==> src/rtl/decode_dispatch_ctrl_pkg.sv <==
// Shared decode constants: opcode field values, dispatch op codes,
// instruction field slicers and the default ROB tag width.
package decode_dispatch_ctrl_pkg;

    localparam int ROB_WIDTH_DEF = 4;

    localparam logic [6:0] OPC_LUI    = 7'b0110111;
    localparam logic [6:0] OPC_AUIPC  = 7'b0010111;
    localparam logic [6:0] OPC_JAL    = 7'b1101111;
    localparam logic [6:0] OPC_JALR   = 7'b1100111;
    localparam logic [6:0] OPC_BRANCH = 7'b1100011;
    localparam logic [6:0] OPC_LOAD   = 7'b0000011;
    localparam logic [6:0] OPC_STORE  = 7'b0100011;
    localparam logic [6:0] OPC_OPIMM  = 7'b0010011;
    localparam logic [6:0] OPC_OP     = 7'b0110011;

    typedef enum logic [6:0] {
        OP_NULL  = 7'd0,
        OP_LUI   = 7'd1,
        OP_AUIPC = 7'd2,
        OP_JAL   = 7'd3,
        OP_JALR  = 7'd4,
        OP_BEQ   = 7'd5,
        OP_BNE   = 7'd6,
        OP_BLT   = 7'd7,
        OP_BGE   = 7'd8,
        OP_BLTU  = 7'd9,
        OP_BGEU  = 7'd10,
        OP_LB    = 7'd11,
        OP_LH    = 7'd12,
        OP_LW    = 7'd13,
        OP_LBU   = 7'd14,
        OP_LHU   = 7'd15,
        OP_SB    = 7'd16,
        OP_SH    = 7'd17,
        OP_SW    = 7'd18,
        OP_ADDI  = 7'd19,
        OP_SLTI  = 7'd20,
        OP_SLTIU = 7'd21,
        OP_XORI  = 7'd22,
        OP_ORI   = 7'd23,
        OP_ANDI  = 7'd24,
        OP_SLLI  = 7'd25,
        OP_SRLI  = 7'd26,
        OP_SRAI  = 7'd27,
        OP_ADD   = 7'd28,
        OP_SUB   = 7'd29,
        OP_SLL   = 7'd30,
        OP_SLT   = 7'd31,
        OP_SLTU  = 7'd32,
        OP_XOR   = 7'd33,
        OP_SRL   = 7'd34,
        OP_SRA   = 7'd35,
        OP_OR    = 7'd36,
        OP_AND   = 7'd37
    } op_e;

    typedef enum logic [1:0] {
        ST_EMPTY     = 2'd0,
        ST_HELD      = 2'd1,
        ST_WAIT_JALR = 2'd2
    } state_e;

    function automatic logic [6:0] f_opc(input logic [31:0] i);
        return i[6:0];
    endfunction

    function automatic logic [2:0] f_funct3(input logic [31:0] i);
        return i[14:12];
    endfunction

    function automatic logic [6:0] f_funct7(input logic [31:0] i);
        return i[31:25];
    endfunction

    function automatic logic [4:0] f_rd(input logic [31:0] i);
        return i[11:7];
    endfunction

    function automatic logic [4:0] f_rs1(input logic [31:0] i);
        return i[19:15];
    endfunction

    function automatic logic [4:0] f_rs2(input logic [31:0] i);
        return i[24:20];
    endfunction

endpackage

==> src/rtl/decode_dispatch_ctrl_if.sv <==
// Instruction-queue, back-end status and dispatch bundle between
// the decode/dispatch controller and its surroundings.
interface decode_dispatch_ctrl_if #(
    parameter int ROB_WIDTH = 4
);
    logic                 iq_valid_in;
    logic [31:0]          iq_inst_in;
    logic [31:0]          iq_pc_in;
    logic                 iq_pred_in;
    logic                 iq_ready_out;
    logic                 rob_full_in;
    logic                 rs_full_in;
    logic                 lsb_full_in;
    logic [ROB_WIDTH-1:0] rob_tail_in;
    logic                 jalr_done_in;
    logic                 disp_valid_out;
    logic                 disp_to_rs_out;
    logic                 disp_to_lsb_out;
    logic [6:0]           disp_op_out;
    logic [4:0]           disp_rd_out;
    logic [4:0]           disp_rs1_out;
    logic [4:0]           disp_rs2_out;
    logic [31:0]          disp_imm_out;
    logic [31:0]          disp_pc_out;
    logic                 disp_pred_out;
    logic [ROB_WIDTH-1:0] disp_tag_out;
    logic                 fetch_hold_out;
    logic                 illegal_out;

    modport master (
        input  iq_valid_in, iq_inst_in, iq_pc_in, iq_pred_in,
        input  rob_full_in, rs_full_in, lsb_full_in,
        input  rob_tail_in, jalr_done_in,
        output iq_ready_out,
        output disp_valid_out, disp_to_rs_out, disp_to_lsb_out,
        output disp_op_out, disp_rd_out, disp_rs1_out, disp_rs2_out,
        output disp_imm_out, disp_pc_out, disp_pred_out, disp_tag_out,
        output fetch_hold_out, illegal_out
    );

    modport slave (
        output iq_valid_in, iq_inst_in, iq_pc_in, iq_pred_in,
        output rob_full_in, rs_full_in, lsb_full_in,
        output rob_tail_in, jalr_done_in,
        input  iq_ready_out,
        input  disp_valid_out, disp_to_rs_out, disp_to_lsb_out,
        input  disp_op_out, disp_rd_out, disp_rs1_out, disp_rs2_out,
        input  disp_imm_out, disp_pc_out, disp_pred_out, disp_tag_out,
        input  fetch_hold_out, illegal_out
    );
endinterface

==> src/rtl/decode_dispatch_ctrl_parser.sv <==
// Combinational RV32I instruction parser: op code, register fields,
// immediate and routing hints. Unknown encodings decode to OP_NULL.
module decode_dispatch_ctrl_parser
    import decode_dispatch_ctrl_pkg::*;
(
    input  logic [31:0] inst_i,
    output logic [6:0]  op_o,
    output logic [4:0]  rd_o,
    output logic [4:0]  rs1_o,
    output logic [4:0]  rs2_o,
    output logic [31:0] imm_o,
    output logic        is_ls_o,
    output logic        is_jalr_o
);
    logic [2:0]  f3;
    logic [6:0]  f7;
    logic [31:0] imm_i;
    logic [31:0] imm_s;
    logic [31:0] imm_b;
    logic [31:0] imm_u;
    logic [31:0] imm_j;

    assign f3    = f_funct3(inst_i);
    assign f7    = f_funct7(inst_i);
    assign imm_i = {{20{inst_i[31]}}, inst_i[31:20]};
    assign imm_s = {{20{inst_i[31]}}, inst_i[31:25], inst_i[11:7]};
    assign imm_b = {{20{inst_i[31]}}, inst_i[7], inst_i[30:25],
                    inst_i[11:8], 1'b0};
    assign imm_u = {inst_i[31:12], 12'b0};
    assign imm_j = {{12{inst_i[31]}}, inst_i[19:12], inst_i[20],
                    inst_i[30:21], 1'b0};

    // Decode op code and pick the fields that the format actually carries
    always_comb begin
        op_o  = OP_NULL;
        rd_o  = '0;
        rs1_o = '0;
        rs2_o = '0;
        imm_o = '0;
        case (f_opc(inst_i))
            OPC_LUI: begin
                op_o  = OP_LUI;
                rd_o  = f_rd(inst_i);
                imm_o = imm_u;
            end
            OPC_AUIPC: begin
                op_o  = OP_AUIPC;
                rd_o  = f_rd(inst_i);
                imm_o = imm_u;
            end
            OPC_JAL: begin
                op_o  = OP_JAL;
                rd_o  = f_rd(inst_i);
                imm_o = imm_j;
            end
            OPC_JALR: begin
                if (f3 == 3'b000) op_o = OP_JALR;
                rd_o  = f_rd(inst_i);
                rs1_o = f_rs1(inst_i);
                imm_o = imm_i;
            end
            OPC_BRANCH: begin
                case (f3)
                    3'b000:  op_o = OP_BEQ;
                    3'b001:  op_o = OP_BNE;
                    3'b100:  op_o = OP_BLT;
                    3'b101:  op_o = OP_BGE;
                    3'b110:  op_o = OP_BLTU;
                    3'b111:  op_o = OP_BGEU;
                    default: op_o = OP_NULL;
                endcase
                rs1_o = f_rs1(inst_i);
                rs2_o = f_rs2(inst_i);
                imm_o = imm_b;
            end
            OPC_LOAD: begin
                case (f3)
                    3'b000:  op_o = OP_LB;
                    3'b001:  op_o = OP_LH;
                    3'b010:  op_o = OP_LW;
                    3'b100:  op_o = OP_LBU;
                    3'b101:  op_o = OP_LHU;
                    default: op_o = OP_NULL;
                endcase
                rd_o  = f_rd(inst_i);
                rs1_o = f_rs1(inst_i);
                imm_o = imm_i;
            end
            OPC_STORE: begin
                case (f3)
                    3'b000:  op_o = OP_SB;
                    3'b001:  op_o = OP_SH;
                    3'b010:  op_o = OP_SW;
                    default: op_o = OP_NULL;
                endcase
                rs1_o = f_rs1(inst_i);
                rs2_o = f_rs2(inst_i);
                imm_o = imm_s;
            end
            OPC_OPIMM: begin
                case (f3)
                    3'b000: op_o = OP_ADDI;
                    3'b010: op_o = OP_SLTI;
                    3'b011: op_o = OP_SLTIU;
                    3'b100: op_o = OP_XORI;
                    3'b110: op_o = OP_ORI;
                    3'b111: op_o = OP_ANDI;
                    3'b001: op_o = (f7 == 7'h00) ? OP_SLLI : OP_NULL;
                    3'b101: begin
                        if (f7 == 7'h00)      op_o = OP_SRLI;
                        else if (f7 == 7'h20) op_o = OP_SRAI;
                        else                  op_o = OP_NULL;
                    end
                    default: op_o = OP_NULL;
                endcase
                rd_o  = f_rd(inst_i);
                rs1_o = f_rs1(inst_i);
                imm_o = imm_i;
            end
            OPC_OP: begin
                if (f7 == 7'h00) begin
                    case (f3)
                        3'b000:  op_o = OP_ADD;
                        3'b001:  op_o = OP_SLL;
                        3'b010:  op_o = OP_SLT;
                        3'b011:  op_o = OP_SLTU;
                        3'b100:  op_o = OP_XOR;
                        3'b101:  op_o = OP_SRL;
                        3'b110:  op_o = OP_OR;
                        default: op_o = OP_AND;
                    endcase
                end else if (f7 == 7'h20) begin
                    case (f3)
                        3'b000:  op_o = OP_SUB;
                        3'b101:  op_o = OP_SRA;
                        default: op_o = OP_NULL;
                    endcase
                end
                rd_o  = f_rd(inst_i);
                rs1_o = f_rs1(inst_i);
                rs2_o = f_rs2(inst_i);
            end
            default: op_o = OP_NULL;
        endcase
    end

    assign is_ls_o   = (op_o >= OP_LB) && (op_o <= OP_SW);
    assign is_jalr_o = (op_o == OP_JALR);

endmodule

==> src/rtl/decode_dispatch_ctrl.sv <==
// Decode/dispatch sequencer: one-entry holding register, parser and a
// three-state controller that routes to ROB plus RS or LSB.
module decode_dispatch_ctrl
    import decode_dispatch_ctrl_pkg::*;
#(
    parameter int ROB_WIDTH = ROB_WIDTH_DEF
) (
    input  logic                   clk_in,
    input  logic                   rst_in,
    input  logic                   rdy_in,
    input  logic                   flush_in,
    decode_dispatch_ctrl_if.master bus
);
    state_e      state_q, state_d;
    logic [31:0] inst_q, inst_d;
    logic [31:0] pc_q, pc_d;
    logic        pred_q, pred_d;
    logic        valid_q, valid_d;

    logic [6:0]  op;
    logic [4:0]  rd, rs1, rs2;
    logic [31:0] imm;
    logic        is_ls, is_jalr;
    logic        go, held, drop, fire, tgt_full, accept, ready;

    decode_dispatch_ctrl_parser u_parser (
        .inst_i    (inst_q),
        .op_o      (op),
        .rd_o      (rd),
        .rs1_o     (rs1),
        .rs2_o     (rs2),
        .imm_o     (imm),
        .is_ls_o   (is_ls),
        .is_jalr_o (is_jalr)
    );

    assign go       = rst_in && rdy_in && !flush_in;
    assign held     = (state_q == ST_HELD) && valid_q;
    assign tgt_full = is_ls ? bus.lsb_full_in : bus.rs_full_in;
    assign drop     = go && held && (op == OP_NULL);
    assign fire     = go && held && (op != OP_NULL) &&
                      !bus.rob_full_in && !tgt_full;
    assign ready    = go && ((state_q == ST_EMPTY) ||
                             (fire && !is_jalr) || drop);
    assign accept   = ready && bus.iq_valid_in;

    assign bus.iq_ready_out    = ready;
    assign bus.disp_valid_out  = fire;
    assign bus.disp_to_rs_out  = fire && !is_ls;
    assign bus.disp_to_lsb_out = fire && is_ls;
    assign bus.disp_op_out     = op;
    assign bus.disp_rd_out     = rd;
    assign bus.disp_rs1_out    = rs1;
    assign bus.disp_rs2_out    = rs2;
    assign bus.disp_imm_out    = imm;
    assign bus.disp_pc_out     = pc_q;
    assign bus.disp_pred_out   = pred_q;
    assign bus.disp_tag_out    = bus.rob_tail_in;
    assign bus.fetch_hold_out  = (state_q == ST_WAIT_JALR);
    assign bus.illegal_out     = drop;

    // Next state and holding register: flush beats stall beats normal flow
    always_comb begin
        state_d = state_q;
        inst_d  = inst_q;
        pc_d    = pc_q;
        pred_d  = pred_q;
        valid_d = valid_q;
        if (flush_in) begin
            valid_d = 1'b0;
            state_d = ST_EMPTY;
        end else if (rdy_in) begin
            case (state_q)
                ST_HELD: begin
                    if (fire && is_jalr) begin
                        valid_d = 1'b0;
                        state_d = ST_WAIT_JALR;
                    end else if (fire || drop) begin
                        valid_d = accept;
                        state_d = accept ? ST_HELD : ST_EMPTY;
                    end
                end
                ST_WAIT_JALR: begin
                    if (bus.jalr_done_in) state_d = ST_EMPTY;
                end
                default: begin
                    if (accept) begin
                        valid_d = 1'b1;
                        state_d = ST_HELD;
                    end
                end
            endcase
            if (accept) begin
                inst_d = bus.iq_inst_in;
                pc_d   = bus.iq_pc_in;
                pred_d = bus.iq_pred_in;
            end
        end
    end

    // Controller state and holding register
    always_ff @(posedge clk_in or negedge rst_in) begin
        if (!rst_in) begin
            state_q <= ST_EMPTY;
            inst_q  <= '0;
            pc_q    <= '0;
            pred_q  <= 1'b0;
            valid_q <= 1'b0;
        end else begin
            state_q <= state_d;
            inst_q  <= inst_d;
            pc_q    <= pc_d;
            pred_q  <= pred_d;
            valid_q <= valid_d;
        end
    end

endmodule
==> src/flat_wrapper.sv <==
// flat-port wrapper written by rule: the top's interface ports become plain ports
module decode_dispatch_ctrl_flat import decode_dispatch_ctrl_pkg::*;
#(
    parameter int ROB_WIDTH = ROB_WIDTH_DEF
)
  (clk_in, rst_in, rdy_in, flush_in, bus_iq_valid_in, bus_iq_inst_in, bus_iq_pc_in, bus_iq_pred_in, bus_rob_full_in, bus_rs_full_in, bus_lsb_full_in, bus_rob_tail_in, bus_jalr_done_in, bus_iq_ready_out, bus_disp_valid_out, bus_disp_to_rs_out, bus_disp_to_lsb_out, bus_disp_op_out, bus_disp_rd_out, bus_disp_rs1_out, bus_disp_rs2_out, bus_disp_imm_out, bus_disp_pc_out, bus_disp_pred_out, bus_disp_tag_out, bus_fetch_hold_out, bus_illegal_out);
  decode_dispatch_ctrl_if #(.ROB_WIDTH(ROB_WIDTH)) bus_i ();
  input  logic clk_in;
  input  logic rst_in;
  input  logic rdy_in;
  input  logic flush_in;
  input wire logic [$bits(bus_i.iq_valid_in)-1:0] bus_iq_valid_in;
  input wire logic [$bits(bus_i.iq_inst_in)-1:0] bus_iq_inst_in;
  input wire logic [$bits(bus_i.iq_pc_in)-1:0] bus_iq_pc_in;
  input wire logic [$bits(bus_i.iq_pred_in)-1:0] bus_iq_pred_in;
  input wire logic [$bits(bus_i.rob_full_in)-1:0] bus_rob_full_in;
  input wire logic [$bits(bus_i.rs_full_in)-1:0] bus_rs_full_in;
  input wire logic [$bits(bus_i.lsb_full_in)-1:0] bus_lsb_full_in;
  input wire logic [$bits(bus_i.rob_tail_in)-1:0] bus_rob_tail_in;
  input wire logic [$bits(bus_i.jalr_done_in)-1:0] bus_jalr_done_in;
  output wire logic [$bits(bus_i.iq_ready_out)-1:0] bus_iq_ready_out;
  output wire logic [$bits(bus_i.disp_valid_out)-1:0] bus_disp_valid_out;
  output wire logic [$bits(bus_i.disp_to_rs_out)-1:0] bus_disp_to_rs_out;
  output wire logic [$bits(bus_i.disp_to_lsb_out)-1:0] bus_disp_to_lsb_out;
  output wire logic [$bits(bus_i.disp_op_out)-1:0] bus_disp_op_out;
  output wire logic [$bits(bus_i.disp_rd_out)-1:0] bus_disp_rd_out;
  output wire logic [$bits(bus_i.disp_rs1_out)-1:0] bus_disp_rs1_out;
  output wire logic [$bits(bus_i.disp_rs2_out)-1:0] bus_disp_rs2_out;
  output wire logic [$bits(bus_i.disp_imm_out)-1:0] bus_disp_imm_out;
  output wire logic [$bits(bus_i.disp_pc_out)-1:0] bus_disp_pc_out;
  output wire logic [$bits(bus_i.disp_pred_out)-1:0] bus_disp_pred_out;
  output wire logic [$bits(bus_i.disp_tag_out)-1:0] bus_disp_tag_out;
  output wire logic [$bits(bus_i.fetch_hold_out)-1:0] bus_fetch_hold_out;
  output wire logic [$bits(bus_i.illegal_out)-1:0] bus_illegal_out;
  assign bus_i.iq_valid_in = bus_iq_valid_in;
  assign bus_i.iq_inst_in = bus_iq_inst_in;
  assign bus_i.iq_pc_in = bus_iq_pc_in;
  assign bus_i.iq_pred_in = bus_iq_pred_in;
  assign bus_i.rob_full_in = bus_rob_full_in;
  assign bus_i.rs_full_in = bus_rs_full_in;
  assign bus_i.lsb_full_in = bus_lsb_full_in;
  assign bus_i.rob_tail_in = bus_rob_tail_in;
  assign bus_i.jalr_done_in = bus_jalr_done_in;
  assign bus_iq_ready_out = bus_i.iq_ready_out;
  assign bus_disp_valid_out = bus_i.disp_valid_out;
  assign bus_disp_to_rs_out = bus_i.disp_to_rs_out;
  assign bus_disp_to_lsb_out = bus_i.disp_to_lsb_out;
  assign bus_disp_op_out = bus_i.disp_op_out;
  assign bus_disp_rd_out = bus_i.disp_rd_out;
  assign bus_disp_rs1_out = bus_i.disp_rs1_out;
  assign bus_disp_rs2_out = bus_i.disp_rs2_out;
  assign bus_disp_imm_out = bus_i.disp_imm_out;
  assign bus_disp_pc_out = bus_i.disp_pc_out;
  assign bus_disp_pred_out = bus_i.disp_pred_out;
  assign bus_disp_tag_out = bus_i.disp_tag_out;
  assign bus_fetch_hold_out = bus_i.fetch_hold_out;
  assign bus_illegal_out = bus_i.illegal_out;
  decode_dispatch_ctrl #(.ROB_WIDTH(ROB_WIDTH)) u_core (.clk_in(clk_in), .rst_in(rst_in), .rdy_in(rdy_in), .flush_in(flush_in), .bus(bus_i));
endmodule
==> config.mk <==
export PLATFORM = sky130hd
export DESIGN_NAME = decode_dispatch_ctrl_flat
export DESIGN_NICKNAME = d
export VERILOG_FILES = /design/src/rtl/decode_dispatch_ctrl_pkg.sv /design/src/rtl/decode_dispatch_ctrl_if.sv /design/src/rtl/decode_dispatch_ctrl_parser.sv /design/src/rtl/decode_dispatch_ctrl.sv /design/src/flat_wrapper.sv
export SDC_FILE = /design/constraint.sdc
export NUM_CORES = 1
export LEC_CHECK = 0
export ABC_AREA = 0
export BUFFER_PORTS_ARGS = -buffer_cell sky130_fd_sc_hd__buf_2
export CORE_ASPECT_RATIO = 1.4
export CORE_MARGIN = 4
export CORE_UTILIZATION = 29
export DETAILED_ROUTE_END_ITERATION = 16
export GPL_TIMING_DRIVEN = 0
export SETUP_SLACK_MARGIN = 0.5
export SYNTH_ARGS = -nofsm -noshare
export SYNTH_HDL_FRONTEND = slang
export SYNTH_HIERARCHICAL = 1
export SYNTH_SLANG_ARGS = --single-unit
==> constraint.sdc <==
create_clock -name clk_in -period 6.75 [get_ports clk_in]
set_clock_uncertainty 0.2 [all_clocks]
set_input_delay 0.3375 -clock clk_in [delete_from_list [all_inputs] [get_ports clk_in]]
set_output_delay 0.3375 -clock clk_in [all_outputs]
set_load 0.05 [all_outputs]
# ---- Yosys cells after proc, flatten, opt, wreduce, memory -nomap -nowiden
# Index checks and enable logic that the tools add are counted.
dict set report classes {
  n_reduce_logical 39
  muxes 32
  eq_ne 23
  n_bitwise 1
  magnitude_cmp 2
}
# cell count
set ops {}
lappend ops {{one-hot mux 32 bit (5 select lines)} 1}
lappend ops {{one-hot mux 7 bit (9 select lines)} 1}
lappend ops {{one-hot mux 7 bit (8 select lines)} 1}
lappend ops {{one-hot mux 6 bit (7 select lines)} 1}
lappend ops {{2-to-1 mux 5 bit} 6}
lappend ops {{== test 7 x 6 -> 1 bit, second input constant} 4}
lappend ops {{one-hot mux 4 bit (6 select lines)} 1}
lappend ops {{== test 7 bit, second input constant} 3}
lappend ops {{one-hot mux 4 bit (5 select lines)} 1}
lappend ops {{logical AND 1 bit} 15}
lappend ops {{one-hot mux 5 bit (3 select lines)} 1}
lappend ops {{== test 7 x 5 -> 1 bit, second input constant} 2}
lappend ops {{logical NOT 7 bit} 2}
lappend ops {{== test 3 bit, second input constant} 4}
lappend ops {{2-to-1 mux 2 bit} 6}
lappend ops {{one-hot mux 6 bit (2 select lines)} 1}
lappend ops {{AND reduction 4 bit} 2}
lappend ops {{== test 7 x 2 -> 1 bit, second input constant} 1}
lappend ops {{== test 7 x 3 -> 1 bit, second input constant} 1}
lappend ops {{greater-or-equal comparator 7 x 4 -> 1 bit, second input constant} 1}
lappend ops {{<= comparator 7 x 5 -> 1 bit, second input constant} 1}
lappend ops {{2-to-1 mux 1 bit} 7}
lappend ops {{2-to-1 mux 7 bit} 1}
lappend ops {{nonzero test 7 bit} 1}
lappend ops {{other kinds (24)} 32}
dict set report word_totals {
  in_bits 78
  reg_bits 68
}

# ---- Logic depth before layout (Yosys ltp)
dict set report depth {
  depth_word 21
  depth_mapped 14
}

# ---- Modules after synthesis
# The synthesis kept the hierarchy.
# mod instances cells_per_inst seq_area_each_um2 area_per_inst_um2
set modules_own_cells {}
lappend modules_own_cells {decode_dispatch_ctrl 1 185 1701.6 2797.7}
lappend modules_own_cells {decode_dispatch_ctrl_parser 1 203 0.0 1208.7}

# ---- Worst setup path before layout
# OpenSTA, ideal clock, no wires.
dict set report synth_timing {
  kind {flip-flop to output port}
  startpoint {register u_core.inst_q[2]}
  endpoint {output port bus_disp_to_rs_out}
  arrival_ps 3942
  t_required_ps 6213
  stages_incl_launch_ff 12
  path_buffers 1
  path_slack_ps 2270
  cell_sequence {dfrtp_1 > buf_6 > or4_4 > or3_4 > a21o_1 > a221o_1 > nand3_1 > or3_1 > or4_1 > or4_4 > and3_1 > nor2b_1}
}
dict set report synth_via {
  elab_chain_cells 8
  word_cells_on_any_way 21
  cone_classes {2 x order compare; 9 x eq/ne; 2 x mux; 8 x reduce/logical}
}
# item line_no
set synth_rtl {}
lappend synth_rtl {{start, declared} decode_dispatch_ctrl.sv:15} ;# logic [31:0] inst_q, inst_d;
lappend synth_rtl {{start signal, assigned} decode_dispatch_ctrl.sv:111} ;# inst_q <= inst_d;
lappend synth_rtl {{== test 7 x 6 -> 1 bit (tied with other cells)} decode_dispatch_ctrl_parser.sv:40} ;# case (f_opc(inst_i))
lappend synth_rtl {{one-hot mux 7 bit (9 select lines) *} decode_dispatch_ctrl_parser.sv:40}
lappend synth_rtl {{net bus_disp_op_out[2]} flat_wrapper.sv:25} ;# output wire logic [$bits(bus_i.disp_op_out)-1:0] bus_disp_op_out;
lappend synth_rtl {{greater-or-equal comparator 7 x 4 -> 1 bit or <= comparator 7 x 5 -> 1 bit (tied branches)} decode_dispatch_ctrl_parser.sv:147} ;# assign is_ls_o = (op_o >= OP_LB) && (op_o <= OP_SW);
lappend synth_rtl {{logical AND 1 bit} decode_dispatch_ctrl_parser.sv:147}
lappend synth_rtl {{2-to-1 mux 1 bit} decode_dispatch_ctrl.sv:39} ;# assign tgt_full = is_ls ? bus.lsb_full_in : bus.rs_full_in;
lappend synth_rtl {{logical NOT 1 bit} decode_dispatch_ctrl.sv:42} ;# !bus.rob_full_in && !tgt_full;
lappend synth_rtl {{logical AND 1 bit *} decode_dispatch_ctrl.sv:42}
lappend synth_rtl {{net bus_disp_valid_out} flat_wrapper.sv:22} ;# output wire logic [$bits(bus_i.disp_valid_out)-1:0] bus_disp_valid_out;
lappend synth_rtl {{logical AND 1 bit *} decode_dispatch_ctrl.sv:49} ;# assign bus.disp_to_rs_out = fire && !is_ls;
lappend synth_rtl {{end, declared} flat_wrapper.sv:23} ;# output wire logic [$bits(bus_i.disp_to_rs_out)-1:0] bus_disp_to_rs_out;
# Mark *: on every way through the listed nets, which the timed path passes. The rest lies on a longest branch.

# ---- Final worst setup path
dict set report layout_timing {
  startpoint {register u_core.inst_q[25]}
  endpoint {register u_core.inst_q[12]}
}
dict set report layout_via {
  elab_chain_cells 16
  word_cells_on_any_way 28
  cone_classes {2 x order compare; 2 x eq/ne; 8 x mux; 16 x reduce/logical}
}
# item line_no
set layout_rtl {}
lappend layout_rtl {{== test 7 x 6 -> 1 bit} {decode_dispatch_ctrl_parser.sv:111, decode_dispatch_ctrl_parser.sv:132}}
lappend layout_rtl {{2-to-1 mux 5 bit} decode_dispatch_ctrl_parser.sv:111} ;# else if (f7 == 7'h20) op_o = OP_SRAI;
lappend layout_rtl {{2-to-1 mux 5 bit} decode_dispatch_ctrl_parser.sv:110} ;# if (f7 == 7'h00) op_o = OP_SRLI;
lappend layout_rtl {{one-hot mux 7 bit (8 select lines)} decode_dispatch_ctrl_parser.sv:101} ;# case (f3)
lappend layout_rtl {{one-hot mux 7 bit (9 select lines) *} decode_dispatch_ctrl_parser.sv:40}
lappend layout_rtl {{greater-or-equal comparator 7 x 4 -> 1 bit or <= comparator 7 x 5 -> 1 bit (tied branches)} decode_dispatch_ctrl_parser.sv:147}
lappend layout_rtl {{logical AND 1 bit *} decode_dispatch_ctrl_parser.sv:147}
lappend layout_rtl {{net u_core.is_ls} decode_dispatch_ctrl.sv:23} ;# logic is_ls, is_jalr;
lappend layout_rtl {{2-to-1 mux 1 bit *} decode_dispatch_ctrl.sv:39}
lappend layout_rtl {{logical NOT 1 bit *} decode_dispatch_ctrl.sv:42}
lappend layout_rtl {{logical AND 1 bit *} decode_dispatch_ctrl.sv:42}
lappend layout_rtl {{logical AND 1 bit *} decode_dispatch_ctrl.sv:44} ;# (fire && !is_jalr) || drop);
lappend layout_rtl {{logical OR 1 bit *} decode_dispatch_ctrl.sv:43} ;# assign ready = go && ((state_q == ST_EMPTY) ||
lappend layout_rtl {{logical OR 1 bit *} decode_dispatch_ctrl.sv:44}
lappend layout_rtl {{logical AND 1 bit *} decode_dispatch_ctrl.sv:43}
lappend layout_rtl {{logical AND 1 bit *} decode_dispatch_ctrl.sv:45} ;# assign accept = ready && bus.iq_valid_in;
lappend layout_rtl {{AND reduction 3 bit (no source line) *} -}
# Mark *: on every way through the listed nets, which the timed path passes. The rest lies on a longest branch. The select of a mux whose other input is x is not followed.
# A chain may end at the register's enable or synchronous reset.

==> run metrics <==
status=completed; gr ovfl total=0; Yosys reg bits=68; Crit. End Element=flip-flop; # nets final=650; reg2reg path depth=12; largest net degree at the start of global routing=71; Post-Place Worst Slack=roughly 1900 ps; Hold Buf Count CTS=1; ranking of synthesized cells by area=dfrtp_1, mux2_2, a21o_1; Wirelength per Cell=about 17 microns; initial antenna violation count=0; row count=50; synth warn=6; CTS tree=done; worst r2r dst=u_core/inst_q[12]; # placed instances=739; max-cap violation count=0; HP Class=primary input to flip-flop; diodes inserted=0; FFs w/ async S/R, synth=1.00; Critical Path Fanout Max=10; crit-path cells=nor4_1 > nand4_1 > nor3_1 > or3_1 > nand4b_1 > o22ai_1 > mux2_2 > o31ai_2 > a32oi_2 > buf_2 > buf_2 > mux2_2; ANT nets after route=0; die height=between 100 and 150 microns; final number of hold-violating endpoints=0; WP data arrival=just under 5000 ps; Synthesized Nets=between 400 and 500; FF-to-FF Start=u_core/inst_q[25]; Core ar.=between 10,000 and 15,000 sq um; layout cells sized above 1=0.465; syn_area_per_cell=approximately 10 sq um; Power Density=333 nW/um^2; Post-synth EDFFs=0; Crit-path slowest cell=nor4_1; Period minus WS final=4880 ps; Initial Util=0.298; 1st-iter DRT viols=about 160; vias in the first global route=4,082; Setup WS post-layout=between 1500 and 2000 ps; Total GRT Usage=0.167; DRC=0; Worst-Skew Late Latency=approximately 320 ps; final hold slack=~16 ps; Num CTS Buffers=9; Critical Path Sink=u_core/inst_q[12]; top_reg_cell synth=dfrtp_1; Die X=~110 microns; post-layout power=1.79 mW; Clock Sinks=68; CTS resizes=0; WL final=around 13 mm; period utilization=0.722; Worst path depth=12; Max Buffers Root-to-Sink=2; routability cong.=slightly below 0.9; detailed placement HPWL=10.5 mm; synthesized area=approximately 4000 sq um; LEAKAGE=between 2 and 3 nW; DIE AREA=approximately 16,000 sq um; CP startpoint=u_core/inst_q[25]; TNS Setup=0 ps; Setup-failing EPs final=0; Setup CP Type=flip-flop to flip-flop; post-synth top area cell=dfrtp_1; worst rel slew slack=0.129; Crit path max-delay family=simple AND/OR/NAND/NOR gates; element type at the critical path start=flip-flop; Area Growth Syn to Fin=33.9%; PortBufs=169; Post-Layout Cell Count=~750; R2R Setup Slk=~1900 ps; Vias=between 3,000 and 4,000; worst vdd ir=0.240 mV; Max Clk Rate=just over 0.2 GHz; router iterations before antenna repair=4; clock slew at reported path FFs=50 ps; CP bufs+invs=2; delay of the slowest critical-path stage=just under 1000 ps; H-tree depth=3; post-synthesis sequential area ratio=0.425; CP required=6760 ps; RSZ-0062 raised after global routing=no; Final Max Slew Viols=0; post-CTS setup buffers=0; Ports=around 180; Tightest Pin Transition=between 1000 and 1500 ps; Post-Syn Instances=around 390; CTS Root Buffer Type=clkbuf_16; drt via density=4.98; global-route wire length before repair=around 21 mm; post-synth cell types=60; post-synth top area share=0.425
[registers in the layout (all words and copies together), names as in the netlist]
register and flops:
u_core/valid_q 1, u_core/inst_q 32, u_core/state_q 2, u_core/bus.disp_pc_out 32
u_core/bus.disp_pred_out 1
[worst min-delay path by stage]
stage / startpoint / to / slack, ps / cells after the start
after global placement: u_core/bus.disp_pc_out[1] / u_core/bus.disp_pc_out[1] / 280 / 1
after global routing: flush_in / u_core/valid_q / 20 / 2
after floorplan: rst_in / u_core/bus.disp_pc_out[0] / -160 / 0
final: flush_in / u_core/valid_q / 20 / 2
after CTS: flush_in / u_core/valid_q / 8 / 2
after detailed placement: u_core/bus.disp_pc_out[15] / u_core/bus.disp_pc_out[15] / 290 / 1
[cell families (layout without fill, tap and decap cells)]
family	count (synthesis)	in the layout	share of synthesized area
compound gates	81	81	0.141
simple gates	128	128	0.186
xor+xnor	3	3	0.00656
fa+ha+maj	3	3	0.00937
buf+inv	37	221	0.0428
mux	67	67	0.188
flops	68	68	0.425
other cells	1	1	0.000936
[per-layer routing]
metal,global-route usage,vias up,wire (microns)
met2,0.295,136,6860
met4,0.0695,0,303
li1,-,1765,-
met1,0.189,1838,5050
met3,0.0435,19,967
met5,0,-,0
[per-stage QoR]
stage,cell area (sq um),util
2_1_floorplan,4010,-
6_report,5370,0.399
5_1_grt,5370,0.399
3_3_place_gp,5080,0.378
3_5_place_dp,5080,0.378
4_1_cts,5370,0.399
[cells in the mapped netlist (8+ instances only)]
cell type,number
nor3_1,8
and2_1,24
o21ai_0,9
a21o_1,22
inv_1,9
nor2b_1,8
nor2_1,21
clkbuf_1,15
mux2_2,66
dfrtp_1,68
nand2_1,16
a21oi_1,19
[final cells by class]
type | instances | area, sq um
Clock inverter | 2 | 37.5
Multi-Input combinational cell | 283 | 2130
Inverter | 9 | 33.8
Tap cell | 182 | 228
Fill cell | 1385 | 8080
Buffer | 28 | 138
Sequential cell | 68 | 1700
Clock buffer | 12 | 236
Timing Repair Buffer | 170 | 858
[cells in the final DEF, fill, tap and decap left out, types with 3 or more instances in the layout]
master	n
a21o_1	22
a21oi_1	19
a22o_1	4
a31oi_1	3
and2_1	24
and3_1	5
buf_2	173
buf_4	6
clkbuf_1	18
clkbuf_16	9
dfrtp_1	68
ha_1	3
inv_1	9
mux2_2	66
nand2_1	16
nand2b_1	5
nand3_1	5
nand3b_1	3
nand4_1	5
nor2_1	21
nor2b_1	8
nor3_1	8
nor3b_1	3
nor4_1	3
o21ai_0	9
o22ai_1	4
or3_1	4
[power by group]
part	internal, mW	switching, mW
logic	0.236	0.522
registers	0.509	0.0782
clock network	0.282	0.160
total	1.03	0.760
Note: power is estimated with default switching activity, not from simulation.
